### src/rtl/spu_issue_ctrl_pkg.sv
// Shared definitions for the SPU REG->EX issue controller.
// Holds the register-file geometry, the producer-latency field width, the
// readUse bit positions, the issue FSM state type and a helper that turns a
// producer latency into the scoreboard countdown value.
package spu_pipe_pkg;

  localparam int NUM_REGS = 128;
  localparam int REG_AW   = 7;
  localparam int LAT_W    = 3;
  localparam int CNT_W    = 32;

  // Bit positions inside readUse_REGx.
  localparam int USE_RA = 0;
  localparam int USE_RB = 1;
  localparam int USE_RC = 2;

  typedef logic [REG_AW-1:0] reg_addr_t;
  typedef logic [LAT_W-1:0]  lat_t;

  // PAIR: both REG slots are live. SPLIT: slot 1 already went, slot 2 waits.
  typedef enum logic [0:0] {
    PAIR  = 1'b0,
    SPLIT = 1'b1
  } issue_state_t;

  // A producer of latency L keeps its destination busy for L-1 more cycles
  // after issue. Latency 0 is treated as 1 (immediately forwardable).
  function automatic lat_t lat_to_cnt(lat_t lat);
    return (lat == '0) ? '0 : lat - lat_t'(1);
  endfunction

endpackage

### src/rtl/spu_issue_ctrl_if.sv
// REG-stage instruction pair and issue handshake.
// master: the pipeline side that presents the REG-stage pair and flush/freeze
//         and receives the per-slot issue decision and the REG stall.
// slave : the issue controller.
// Handshake: a slot whose valid_REGx is high advances into EX on a clock edge
// exactly when issue_EX<x> is high in that cycle; otherwise the REG stage holds
// it (stall_REG) and a bubble goes down the pipe in its place.
interface spu_issue_ctrl_if;
  import spu_pipe_pkg::*;

  logic       valid_REG1;
  logic       valid_REG2;
  logic       regWriteEnable_REG1;
  logic       regWriteEnable_REG2;
  reg_addr_t  writeRegister_REG1;
  reg_addr_t  writeRegister_REG2;
  reg_addr_t  readRegisterRA_REG1;
  reg_addr_t  readRegisterRB_REG1;
  reg_addr_t  readRegisterRC_REG1;
  reg_addr_t  readRegisterRA_REG2;
  reg_addr_t  readRegisterRB_REG2;
  reg_addr_t  readRegisterRC_REG2;
  logic [2:0] readUse_REG1;
  logic [2:0] readUse_REG2;
  lat_t       latency_REG1;
  lat_t       latency_REG2;
  logic       flush;
  logic       stall_ext;
  logic       issue_EX1;
  logic       issue_EX2;
  logic       stall_REG;

  modport master (
    output valid_REG1, valid_REG2, regWriteEnable_REG1, regWriteEnable_REG2,
           writeRegister_REG1, writeRegister_REG2,
           readRegisterRA_REG1, readRegisterRB_REG1, readRegisterRC_REG1,
           readRegisterRA_REG2, readRegisterRB_REG2, readRegisterRC_REG2,
           readUse_REG1, readUse_REG2, latency_REG1, latency_REG2,
           flush, stall_ext,
    input  issue_EX1, issue_EX2, stall_REG
  );

  modport slave (
    input  valid_REG1, valid_REG2, regWriteEnable_REG1, regWriteEnable_REG2,
           writeRegister_REG1, writeRegister_REG2,
           readRegisterRA_REG1, readRegisterRB_REG1, readRegisterRC_REG1,
           readRegisterRA_REG2, readRegisterRB_REG2, readRegisterRC_REG2,
           readUse_REG1, readUse_REG2, latency_REG1, latency_REG2,
           flush, stall_ext,
    output issue_EX1, issue_EX2, stall_REG
  );

endinterface

### src/rtl/spu_scoreboard.sv
// Per-register latency scoreboard.
// Each architectural register owns a countdown; nonzero means the in-flight
// result is not yet forwardable.
// Ports:
//   clk, reset        clock, asynchronous active-high reset (clears all counts)
//   hold              freeze every counter (downstream stall)
//   rd_addr/rd_cnt    8 combinational read ports (6 sources, 2 destinations)
//   ld_en/addr/val    2 load ports; a load wins over the decrement
module spu_scoreboard
  import spu_pipe_pkg::*;
(
  input  logic      clk,
  input  logic      reset,
  input  logic      hold,
  input  reg_addr_t rd_addr [8],
  output lat_t      rd_cnt  [8],
  input  logic      ld_en   [2],
  input  reg_addr_t ld_addr [2],
  input  lat_t      ld_val  [2]
);

  lat_t cnt_q [NUM_REGS];

  always_comb begin
    for (int i = 0; i < 8; i++) begin
      rd_cnt[i] = cnt_q[rd_addr[i]];
    end
  end

  // The two load ports never target the same register in one cycle (the
  // controller splits such pairs), so the port-0 priority is only a tiebreak.
  always_ff @(posedge clk or posedge reset) begin
    if (reset) begin
      for (int r = 0; r < NUM_REGS; r++) begin
        cnt_q[r] <= '0;
      end
    end else if (!hold) begin
      for (int r = 0; r < NUM_REGS; r++) begin
        if (ld_en[0] && (ld_addr[0] == reg_addr_t'(r))) begin
          cnt_q[r] <= ld_val[0];
        end else if (ld_en[1] && (ld_addr[1] == reg_addr_t'(r))) begin
          cnt_q[r] <= ld_val[1];
        end else if (cnt_q[r] != '0) begin
          cnt_q[r] <= cnt_q[r] - lat_t'(1);
        end
      end
    end
  end

endmodule

### src/rtl/spu_issue_ctrl.sv
// Dual-issue hazard and issue controller at the SPU REG->EX boundary.
// Decides per cycle whether each REG-stage slot advances into EX, splits a
// pair with an internal dependency, and stalls the front end otherwise.
// Ports:
//   clk, reset    clock, asynchronous active-high reset
//   bus           REG-stage pair, flush/stall_ext in; issue_EX1/2, stall_REG out
//   split_active  high while the controller is in SPLIT (slot 1 already gone)
//   stallCycles   saturating count of cycles with stall_REG high
module spu_issue_ctrl
  import spu_pipe_pkg::*;
(
  input  logic              clk,
  input  logic              reset,
  spu_issue_ctrl_if.slave   bus,
  output logic              split_active,
  output logic [CNT_W-1:0]  stallCycles
);

  issue_state_t state_q, state_d;

  reg_addr_t rd_addr [8];
  lat_t      rd_cnt  [8];
  logic      ld_en   [2];
  reg_addr_t ld_addr [2];
  lat_t      ld_val  [2];

  logic v1, v2;
  logic src_haz1, src_haz2, waw_haz1, waw_haz2, haz1, haz2;
  logic src2_hits_dest1, intra;
  logic issue1, issue2, stall_reg;
  lat_t busy1, busy2;

  // Read port map: 0..2 slot-1 sources, 3..5 slot-2 sources, 6/7 destinations.
  always_comb begin
    rd_addr[0] = bus.readRegisterRA_REG1;
    rd_addr[1] = bus.readRegisterRB_REG1;
    rd_addr[2] = bus.readRegisterRC_REG1;
    rd_addr[3] = bus.readRegisterRA_REG2;
    rd_addr[4] = bus.readRegisterRB_REG2;
    rd_addr[5] = bus.readRegisterRC_REG2;
    rd_addr[6] = bus.writeRegister_REG1;
    rd_addr[7] = bus.writeRegister_REG2;
  end

  spu_scoreboard u_scoreboard (
    .clk     (clk),
    .reset   (reset),
    .hold    (bus.stall_ext),
    .rd_addr (rd_addr),
    .rd_cnt  (rd_cnt),
    .ld_en   (ld_en),
    .ld_addr (ld_addr),
    .ld_val  (ld_val)
  );

  always_comb begin
    // In SPLIT the slot-1 instruction has already left; ignore what sits there.
    v1 = bus.valid_REG1 && (state_q == PAIR);
    v2 = bus.valid_REG2;

    busy1 = lat_to_cnt(bus.latency_REG1);
    busy2 = lat_to_cnt(bus.latency_REG2);

    src_haz1 = (bus.readUse_REG1[USE_RA] && (rd_cnt[0] != '0)) ||
               (bus.readUse_REG1[USE_RB] && (rd_cnt[1] != '0)) ||
               (bus.readUse_REG1[USE_RC] && (rd_cnt[2] != '0));
    src_haz2 = (bus.readUse_REG2[USE_RA] && (rd_cnt[3] != '0)) ||
               (bus.readUse_REG2[USE_RB] && (rd_cnt[4] != '0)) ||
               (bus.readUse_REG2[USE_RC] && (rd_cnt[5] != '0));

    // An older write that would land after ours must not overwrite it.
    waw_haz1 = bus.regWriteEnable_REG1 && (rd_cnt[6] > busy1);
    waw_haz2 = bus.regWriteEnable_REG2 && (rd_cnt[7] > busy2);

    haz1 = src_haz1 || waw_haz1;
    haz2 = src_haz2 || waw_haz2;

    src2_hits_dest1 =
      (bus.readUse_REG2[USE_RA] && (bus.readRegisterRA_REG2 == bus.writeRegister_REG1)) ||
      (bus.readUse_REG2[USE_RB] && (bus.readRegisterRB_REG2 == bus.writeRegister_REG1)) ||
      (bus.readUse_REG2[USE_RC] && (bus.readRegisterRC_REG2 == bus.writeRegister_REG1));

    intra = v1 && bus.regWriteEnable_REG1 &&
            (src2_hits_dest1 ||
             (bus.regWriteEnable_REG2 && (bus.writeRegister_REG2 == bus.writeRegister_REG1)));

    issue1 = !reset && v1 && !haz1 && !bus.stall_ext && !bus.flush;
    // Slot 2 never overtakes a live slot 1.
    issue2 = !reset && v2 && !haz2 && !intra && (issue1 || !v1) &&
             !bus.stall_ext && !bus.flush;

    stall_reg = !reset && !bus.flush && ((v1 && !issue1) || (v2 && !issue2));

    ld_en[0]   = issue1 && bus.regWriteEnable_REG1;
    ld_addr[0] = bus.writeRegister_REG1;
    ld_val[0]  = busy1;
    ld_en[1]   = issue2 && bus.regWriteEnable_REG2;
    ld_addr[1] = bus.writeRegister_REG2;
    ld_val[1]  = busy2;
  end

  assign bus.issue_EX1 = issue1;
  assign bus.issue_EX2 = issue2;
  assign bus.stall_REG = stall_reg;
  assign split_active  = (state_q == SPLIT);

  always_comb begin
    state_d = state_q;
    if (bus.flush) begin
      state_d = PAIR;
    end else begin
      case (state_q)
        PAIR:    if (issue1 && v2 && !issue2) state_d = SPLIT;
        SPLIT:   if (issue2)                  state_d = PAIR;
        default:                              state_d = PAIR;
      endcase
    end
  end

  always_ff @(posedge clk or posedge reset) begin
    if (reset) begin
      state_q <= PAIR;
    end else begin
      state_q <= state_d;
    end
  end

  always_ff @(posedge clk or posedge reset) begin
    if (reset) begin
      stallCycles <= '0;
    end else if (stall_reg && !(&stallCycles)) begin
      stallCycles <= stallCycles + CNT_W'(1);
    end
  end

endmodule

### src/flat_wrapper.sv
// flat-port wrapper written by rule: the top's interface ports become plain ports
module spu_issue_ctrl_flat import spu_pipe_pkg::*;
  (clk, reset, split_active, stallCycles, bus_valid_REG1, bus_valid_REG2, bus_regWriteEnable_REG1, bus_regWriteEnable_REG2, bus_writeRegister_REG1, bus_writeRegister_REG2, bus_readRegisterRA_REG1, bus_readRegisterRB_REG1, bus_readRegisterRC_REG1, bus_readRegisterRA_REG2, bus_readRegisterRB_REG2, bus_readRegisterRC_REG2, bus_readUse_REG1, bus_readUse_REG2, bus_latency_REG1, bus_latency_REG2, bus_flush, bus_stall_ext, bus_issue_EX1, bus_issue_EX2, bus_stall_REG);
  spu_issue_ctrl_if bus_i ();
  input  logic clk;
  input  logic reset;
  output logic split_active;
  output logic [CNT_W-1:0] stallCycles;
  input wire logic [$bits(bus_i.valid_REG1)-1:0] bus_valid_REG1;
  input wire logic [$bits(bus_i.valid_REG2)-1:0] bus_valid_REG2;
  input wire logic [$bits(bus_i.regWriteEnable_REG1)-1:0] bus_regWriteEnable_REG1;
  input wire logic [$bits(bus_i.regWriteEnable_REG2)-1:0] bus_regWriteEnable_REG2;
  input wire logic [$bits(bus_i.writeRegister_REG1)-1:0] bus_writeRegister_REG1;
  input wire logic [$bits(bus_i.writeRegister_REG2)-1:0] bus_writeRegister_REG2;
  input wire logic [$bits(bus_i.readRegisterRA_REG1)-1:0] bus_readRegisterRA_REG1;
  input wire logic [$bits(bus_i.readRegisterRB_REG1)-1:0] bus_readRegisterRB_REG1;
  input wire logic [$bits(bus_i.readRegisterRC_REG1)-1:0] bus_readRegisterRC_REG1;
  input wire logic [$bits(bus_i.readRegisterRA_REG2)-1:0] bus_readRegisterRA_REG2;
  input wire logic [$bits(bus_i.readRegisterRB_REG2)-1:0] bus_readRegisterRB_REG2;
  input wire logic [$bits(bus_i.readRegisterRC_REG2)-1:0] bus_readRegisterRC_REG2;
  input wire logic [$bits(bus_i.readUse_REG1)-1:0] bus_readUse_REG1;
  input wire logic [$bits(bus_i.readUse_REG2)-1:0] bus_readUse_REG2;
  input wire logic [$bits(bus_i.latency_REG1)-1:0] bus_latency_REG1;
  input wire logic [$bits(bus_i.latency_REG2)-1:0] bus_latency_REG2;
  input wire logic [$bits(bus_i.flush)-1:0] bus_flush;
  input wire logic [$bits(bus_i.stall_ext)-1:0] bus_stall_ext;
  output wire logic [$bits(bus_i.issue_EX1)-1:0] bus_issue_EX1;
  output wire logic [$bits(bus_i.issue_EX2)-1:0] bus_issue_EX2;
  output wire logic [$bits(bus_i.stall_REG)-1:0] bus_stall_REG;
  assign bus_i.valid_REG1 = bus_valid_REG1;
  assign bus_i.valid_REG2 = bus_valid_REG2;
  assign bus_i.regWriteEnable_REG1 = bus_regWriteEnable_REG1;
  assign bus_i.regWriteEnable_REG2 = bus_regWriteEnable_REG2;
  assign bus_i.writeRegister_REG1 = bus_writeRegister_REG1;
  assign bus_i.writeRegister_REG2 = bus_writeRegister_REG2;
  assign bus_i.readRegisterRA_REG1 = bus_readRegisterRA_REG1;
  assign bus_i.readRegisterRB_REG1 = bus_readRegisterRB_REG1;
  assign bus_i.readRegisterRC_REG1 = bus_readRegisterRC_REG1;
  assign bus_i.readRegisterRA_REG2 = bus_readRegisterRA_REG2;
  assign bus_i.readRegisterRB_REG2 = bus_readRegisterRB_REG2;
  assign bus_i.readRegisterRC_REG2 = bus_readRegisterRC_REG2;
  assign bus_i.readUse_REG1 = bus_readUse_REG1;
  assign bus_i.readUse_REG2 = bus_readUse_REG2;
  assign bus_i.latency_REG1 = bus_latency_REG1;
  assign bus_i.latency_REG2 = bus_latency_REG2;
  assign bus_i.flush = bus_flush;
  assign bus_i.stall_ext = bus_stall_ext;
  assign bus_issue_EX1 = bus_i.issue_EX1;
  assign bus_issue_EX2 = bus_i.issue_EX2;
  assign bus_stall_REG = bus_i.stall_REG;
  spu_issue_ctrl u_core (.clk(clk), .reset(reset), .bus(bus_i), .split_active(split_active), .stallCycles(stallCycles));
endmodule
### config.mk
export PLATFORM = sky130hd
export DESIGN_NAME = spu_issue_ctrl_flat
export DESIGN_NICKNAME = d
export VERILOG_FILES = /design/src/rtl/spu_issue_ctrl_pkg.sv /design/src/rtl/spu_issue_ctrl_if.sv /design/src/rtl/spu_scoreboard.sv /design/src/rtl/spu_issue_ctrl.sv /design/src/flat_wrapper.sv
export SDC_FILE = /design/constraint.sdc
export NUM_CORES = 2
export LEC_CHECK = 0
export CORE_UTILIZATION = 29
export CTS_CLUSTER_SIZE = 16
export DETAILED_ROUTE_END_ITERATION = 8
export SLEW_MARGIN = 20
export SYNTH_ARGS = -nofsm -noshare
export SYNTH_HDL_FRONTEND = slang
export SYNTH_SLANG_ARGS = --single-unit
export TNS_END_PERCENT = 5
### constraint.sdc
create_clock -name clk -period 15.6 [get_ports clk]
set_input_delay 3.9 -clock clk [delete_from_list [all_inputs] [get_ports clk]]
set_output_delay 3.9 -clock clk [all_outputs]
set_load 0.01 [all_outputs]
Yosys cells after proc, flatten, opt, wreduce, memory -nomap -nowiden --
Cells that the tools add are included.
Operators by class: $add $sub $neg 131, $lt $le $gt $ge 10, equal/unequal tests 258, mux-type cells 414, bitwise logic cells 10, reductions and logical operators 706
Operators with widths (count):
- $mux W3 | 402
- $eq A7 B7 Y1 const B | 128
- $reduce_bool A3 Y1 | 262
- $eq A7 B6 Y1 const B | 64
- $sub A3 B1 Y3 const B | 130
- $logic_and A1 B1 Y1 | 290
- $reduce_and A2 Y1 | 128
- $eq A7 B5 Y1 const B | 32
- $bmux W3 S7 | 8
- $eq A7 B4 Y1 const B | 16
- $ge A8 B8 Y1 const B | 8
- $not A7 Y8 | 8
- $eq A7 B3 Y1 const B | 8
- $add A32 B1 Y32 const B | 1
- $reduce_and A32 Y1 | 1
- $eq A7 B2 Y1 const B | 4
- $eq A7 B7 Y1 | 4
- $eq A7 B1 Y1 const B | 2
- $logic_not A7 Y1 | 2
- $logic_or A1 B1 Y1 | 11
- $logic_not A1 Y1 | 10
- $gt A3 B3 Y1 | 2
- $logic_not A3 Y1 | 2
- $mux W1 | 3
- 2 further kinds | 3
Storage, ports and cells: flip-flop bits (word level) 417, input port bits 76, output and inout bits 36, word-level logic and storage cells 1659

Logic depth before layout (Yosys ltp) --
depth after elaboration 22, depth in mapped cells 25, depth with buffers taken out 18

Modules after synthesis --
From an unflattened synthesis, not the netlist that was laid out.
Unflattened totals: cells, all modules 5570, area, all modules 58568.7 um^2
By module, submodules not included:
- spu_scoreboard | times used 1, cells each 5297, area each 56086.3 um^2, sequential area each 9609.2 um^2
- spu_issue_ctrl | times used 1, cells each 273, area each 2482.4 um^2, sequential area each 825.8 um^2

Worst setup path after synthesis --
No wires, ideal clock.
path type input to output, start point input bus_writeRegister_REG1[0], end point output bus_issue_EX2, arrival 8.496 ns, data required time 11.700 ns, slack 3.204 ns, stages on the path 17, path buffers 4, cells stage by stage clkbuf_1 -> clkbuf_1 -> buf_1 -> clkbuf_1 -> mux4_2 -> mux4_2 -> mux4_2 -> mux2i_1 -> ha_1 -> inv_1 -> a21o_1 -> a21oi_1 -> o211ai_1 -> a221o_1 -> a211o_1 -> nand2_1 -> and2_1
On the way: longest elaborated chain between the ends 15, elaborated cells between the ends (all ways) 29
RTL lines:
- start: declaration | line flat_wrapper.sv:13 | input wire logic [$bits(bus_i.writeRegister_REG1)-1:0] bus_writeRegister_REG1;
- $not A7 Y8 (not written as such) | line spu_scoreboard.sv:26 | rd_cnt[i] = cnt_q[rd_addr[i]];
- $bmux W3 S7 | line spu_scoreboard.sv:26
- $mux W3 (not written as such) (2 in series) | line spu_scoreboard.sv:26
- $gt A3 B3 Y1 | line spu_issue_ctrl.sv:72 | waw_haz1 = bus.regWriteEnable_REG1 && (rd_cnt[6] > busy1);
- $logic_and A1 B1 Y1 | line spu_issue_ctrl.sv:72
- $logic_or A1 B1 Y1 | line spu_issue_ctrl.sv:75 | haz1 = src_haz1 || waw_haz1;
- $logic_not A1 Y1 | line spu_issue_ctrl.sv:87 | issue1 = !reset && v1 && !haz1 && !bus.stall_ext && !bus.flush;
- $logic_and A1 B1 Y1 (3 in series) | line spu_issue_ctrl.sv:87
- $logic_or A1 B1 Y1 | line spu_issue_ctrl.sv:89 | issue2 = !reset && v2 && !haz2 && !intra && (issue1 || !v1) &&
- $logic_and A1 B1 Y1 * (2 in series) | line spu_issue_ctrl.sv:89
- $logic_and A1 B1 Y1 * | line spu_issue_ctrl.sv:90 | !bus.stall_ext && !bus.flush;
- end: declaration | line flat_wrapper.sv:28 | output wire logic [$bits(bus_i.issue_EX2)-1:0] bus_issue_EX2;
Every way passes the cells marked *; elsewhere a longest branch is shown, timed or not. The select of a mux whose other input is x is not followed.

Worst setup path after layout --
start point input bus_writeRegister_REG2[0], end point output bus_stall_REG
On the way: longest elaborated chain between the ends 17, elaborated cells between the ends (all ways) 22
RTL lines:
- start: declaration | line flat_wrapper.sv:14 | input wire logic [$bits(bus_i.writeRegister_REG2)-1:0] bus_writeRegister_REG2;
- $not A7 Y8 (not written as such) | line spu_scoreboard.sv:26
- $bmux W3 S7 | line spu_scoreboard.sv:26
- $mux W3 (not written as such) (2 in series) | line spu_scoreboard.sv:26
- $gt A3 B3 Y1 | line spu_issue_ctrl.sv:73 | waw_haz2 = bus.regWriteEnable_REG2 && (rd_cnt[7] > busy2);
- $logic_and A1 B1 Y1 | line spu_issue_ctrl.sv:73
- $logic_or A1 B1 Y1 | line spu_issue_ctrl.sv:76 | haz2 = src_haz2 || waw_haz2;
- $logic_not A1 Y1 | line spu_issue_ctrl.sv:89
- $logic_and A1 B1 Y1 | line spu_issue_ctrl.sv:89
- $logic_and A1 B1 Y1 * (3 in series) | line spu_issue_ctrl.sv:89
- $logic_and A1 B1 Y1 * | line spu_issue_ctrl.sv:90
- $logic_not A1 Y1 * | line spu_issue_ctrl.sv:92 | stall_reg = !reset && !bus.flush && ((v1 && !issue1) || (v2 && !issue2));
- $logic_and A1 B1 Y1 * | line spu_issue_ctrl.sv:92
- $logic_or A1 B1 Y1 * | line spu_issue_ctrl.sv:92
- $logic_and A1 B1 Y1 * | line spu_issue_ctrl.sv:92
- end: declaration | line flat_wrapper.sv:29 | output wire logic [$bits(bus_i.stall_REG)-1:0] bus_stall_REG;
Marked as above.

==> run summary <==
• Max-Slew Margin vs Limit: 10.4%
• Cell Rows: 153
• Net Sw Frac: 49.7%
• maximum number of pins on one net before global-route repair: 94
• period utilization: 90.3%
• post-route cell area: 56500 um2
• DIE AREA: 176000 um2
• weighted congestion reported at the end of routability-driven placement: 1.09
• summed negative setup slack over all endpoints: 0 ps
• drt total wl: 304 mm
• total clock sinks: 417
• portion of netlist area occupied by mux cells: 29.5%
• area of the core region: 174000 um2
• max-slew violation count: 0
• crit path kind: input port to primary output
• maximum ir drop on the vdd rail: 0.0946 mV
• global-route wire length before repair: 414 mm
• PnR worst setup slack: 1510 ps
• NetSw: 4.90 mW
• total power per unit cell area: 175 nW/um2
• total track usage: 33.5%
• TritonCTS clock tree: done
• Post-Route Skew: 36.0 ps
• final net count: 5913
• TritonCTS buffer count: 55
• count of synthesis-stage warnings from yosys: 0
• most used flip-flop cell after synthesis: sky130_fd_sc_hd__dfrtp_1
• sequential-to-total area share from yosys stat: 20.6%
• dpl ws: 1570 ps
• total of endpoints with negative setup slack in the final report: 0
• family with the most delay on the worst path: compound AO/OA/AOI/OAI gates
• Area Growth Syn to Fin: 11.6%
• wire length per cell: 38.0 um
• flop and latch count out of synthesis: 417
• via-per-instance ratio: 6.81
• Final Power: 9.87 mW
• final period demand of the worst path: 14090 ps
• GRT overflow: 0
• number of antenna violations at the first check in global routing: 42
• Die Width: 420 um
• Placed Instance Area: 54500 um2
• worst-path cell chain: buf_6 > buf_4 > mux4_2 > mux4_2 > a22oi_1 > o22ai_1 > o21bai_1 > ha_1 > nor2b_1 > o21a_1 > o21ai_0 > nand4_1 > nor4_1 > nand4_1 > o21ai_0 > a211oi_1 > clkdlybuf4s50_1
• synthesized-area fraction occupied by xor and xnor cells: 3.16%
• number of buffers and inverters on the critical path: 3
• maximum net fanout on the critical path: 65
• number of flops mapped to enable cells by yosys: 0
• CP endpoint kind: primary output
• Post-Route Hold Slack: 488 ps
• effective utilization at floorplan: 29.2%
• router iterations before antenna repair: 9
• Antenna Violating Nets Remaining: 0
• Iteration-0 DRC Markers: 8410
• # IOs: 112
• count of different cell masters after synthesis: 86
• Worst-path clk slew: 60 ps
• number of global-route vias before repair: 49640
• combinational share of power: 54.8%
• fraction of layout cells with a size suffix above 1: 17.9%
• share of total power in the clock network: 14.2%
• proportion of register bits with asynchronous set or reset after synthesis: 100%
• post-synthesis share of cell area spent on and, or, nand and nor gates: 15.9%
• buffer cell driving the clock tree root: sky130_fd_sc_hd__clkbuf_16
• largest family of logic cells by synthesized area: multiplexers
• Critical Path AT: 10190 ps
• latest clock arrival within the worst-skew pair: 720 ps
• Cells after Synth: 5698
• adder and majority cell fraction of the synthesized area: 6.50%
• area of the mapped netlist: 50600 um2
• number of buffers inserted by hold repair at cts: 0
• fmax: 0.0710 GHz
• slowest cell delay on critical path: 640 ps
• worst min-delay path category: flop to flop
• required arrival time at the worst endpoint: 11700 ps
• number of nets produced by synthesis: 6037
• H-tree depth: 2
• half-perimeter wire length after detailed placement: 217 mm
• unrepaired setup endpoints after global routing: false
• maxcap violations: 0
• share of total power in sequential cells: 31.0%
• number of port buffers: 111
• vertical die dimension: 420 um
• Cell Int Power: 4.97 mW
• count of buffers added by post-CTS timing repair for setup: 0
• compound-cell area share of the yosys netlist: 17.5%
• largest buffer count on any clock path: 3
• cell with the largest stage delay on the worst path: sky130_fd_sc_hd__buf_6
• per-instance average area after synthesis: 8.89 um2
• via total after detailed routing: 54406
• startpoint types: input port
• number of hold violations in the final report: 0
• run status: finished, final reports clean
• worst slew pin tran: 1330 ps
• leakage power summed over all cells: 23.4 nW
• number of DRC violations after detailed routing: 0
• post-cts repair resize count: 0
==> power groups by stage <==
stage	Clock [mW]	Sequential (mW)	Combinational, mW
floorplan	0	2.06	4.13
detailed placement	0	2.91	5.24
global route	1.44	3.00	5.82
finish	1.40	3.05	5.41
global placement	0	2.92	5.09
CTS	1.41	2.90	5.26
==> Yosys cell counts, drive strengths merged (136+ instances only) <==
master / count / share of area, %
inv: 376 / 2.8
xnor2: 162 / 2.8
nor2: 500 / 3.7
nor3: 227 / 2.2
a21oi: 442 / 4.4
ha: 263 / 6.5
mux4: 433 / 19
o21ai: 183 / 1.8
clkbuf: 374 / 2.8
nand2: 330 / 2.4
mux2i: 410 / 8.1
dfrtp: 417 / 21
nand3: 327 / 3.2
buf: 136 / 1.2
==> stage by stage <==
stage | util (%) | cells
detailed placement | 31.4 | 7842
global route | 32.5 | 7954
finish | 32.5 | 7985
floorplan | - | 5698
CTS | 32.5 | 7946
global placement | 31.4 | 7841
==> final cells by class <==
type / instances / area (um2)
fill: 17903 / 117000
multi-input combinational: 4390 / 37000
sequential: 417 / 10400
tap: 2325 / 2910
timing repair buffer: 329 / 2700
clock buffer: 82 / 1630
inverter: 381 / 1450
clock inverter: 22 / 243
antenna: 39 / 97.6
==> routing by layer <==
layer / GRT usage (%) / vias up / wire, um
li1: - / 21391 / -
met1: 40.7 / 27095 / 108000
met2: 46.4 / 4626 / 122000
met3: 13.0 / 1254 / 42900
met4: 27.5 / 40 / 29900
met5: 0.556 / - / 402
==> path summary, 6_finish.rpt <==
kind                                                   to  cells after the start                            from  slack (ps)
min in group asynchronous   u_core.u_scoreboard.cnt_q[91]                      2                           reset        3870
min                                u_core.stallCycles[11]                      1          u_core.stallCycles[11]         490
max in group asynchronous  u_core.u_scoreboard.cnt_q[289]                      4                           reset        9340
max reg2reg                u_core.u_scoreboard.cnt_q[150]                     20  u_core.u_scoreboard.cnt_q[166]        7800
max                                         bus_stall_REG                     17       bus_writeRegister_REG2[0]        1510
min reg2reg                        u_core.stallCycles[11]                      1          u_core.stallCycles[11]         490
==> state kept, by name (all words and copies together) (netlist names) <==
register and cells:
u_core.split_active 1, u_core.stallCycles 32, u_core.u_scoreboard.cnt_q 384
==> cell families (layout without fill, tap and decap cells) <==
group | after synthesis | count (layout)
XOR/XNOR | 183 | 183
multiplexers | 938 | 938
other | 0 | 39
flip-flops | 417 | 417
adder cells (fa/ha/maj) | 263 | 263
AO/OA/AOI/OAI | 1300 | 1300
AND/OR/NAND/NOR | 1706 | 1706
buffers and inverters | 891 | 814
==> layout by cell type, fill, tap and decap left out, types with 15 or more instances in the layout <==
| master | count |
|---|---|
| sky130_fd_sc_hd__nor2_1 | 474 |
| sky130_fd_sc_hd__mux2i_1 | 410 |
| sky130_fd_sc_hd__and3_1 | 20 |
| sky130_fd_sc_hd__nor4_1 | 45 |
| sky130_fd_sc_hd__xor2_1 | 21 |
| sky130_fd_sc_hd__o211ai_1 | 28 |
| sky130_fd_sc_hd__a2111oi_0 | 22 |
| sky130_fd_sc_hd__o31ai_1 | 30 |
| sky130_fd_sc_hd__or3_1 | 21 |
| sky130_fd_sc_hd__diode_2 | 39 |
| sky130_fd_sc_hd__o21ai_0 | 175 |
| sky130_fd_sc_hd__clkdlybuf4s50_1 | 87 |
| sky130_fd_sc_hd__dfrtp_1 | 417 |
| sky130_fd_sc_hd__mux4_2 | 433 |
| sky130_fd_sc_hd__o22ai_1 | 37 |
| sky130_fd_sc_hd__mux2_2 | 95 |
| sky130_fd_sc_hd__nand3_1 | 327 |
| sky130_fd_sc_hd__a21oi_1 | 441 |
| sky130_fd_sc_hd__xnor2_1 | 162 |
| sky130_fd_sc_hd__clkbuf_16 | 56 |
| sky130_fd_sc_hd__a41oi_1 | 22 |
| sky130_fd_sc_hd__ha_1 | 263 |
| sky130_fd_sc_hd__nor2b_1 | 44 |
| sky130_fd_sc_hd__nor3_1 | 213 |
| sky130_fd_sc_hd__or2_2 | 23 |
| sky130_fd_sc_hd__a221oi_1 | 19 |
| sky130_fd_sc_hd__nor2_2 | 18 |
| sky130_fd_sc_hd__nand4_1 | 47 |
| sky130_fd_sc_hd__inv_1 | 368 |
| sky130_fd_sc_hd__a31o_2 | 16 |
| sky130_fd_sc_hd__and2_1 | 21 |
| sky130_fd_sc_hd__a41oi_2 | 34 |
| sky130_fd_sc_hd__buf_2 | 15 |
| sky130_fd_sc_hd__a311oi_1 | 32 |
| sky130_fd_sc_hd__nand2_1 | 330 |
| sky130_fd_sc_hd__a31oi_1 | 117 |
| sky130_fd_sc_hd__buf_4 | 219 |
| sky130_fd_sc_hd__a41o_1 | 76 |
| sky130_fd_sc_hd__a211oi_1 | 89 |
| sky130_fd_sc_hd__nand2b_1 | 29 |
(Power assumes the default switching activity.)
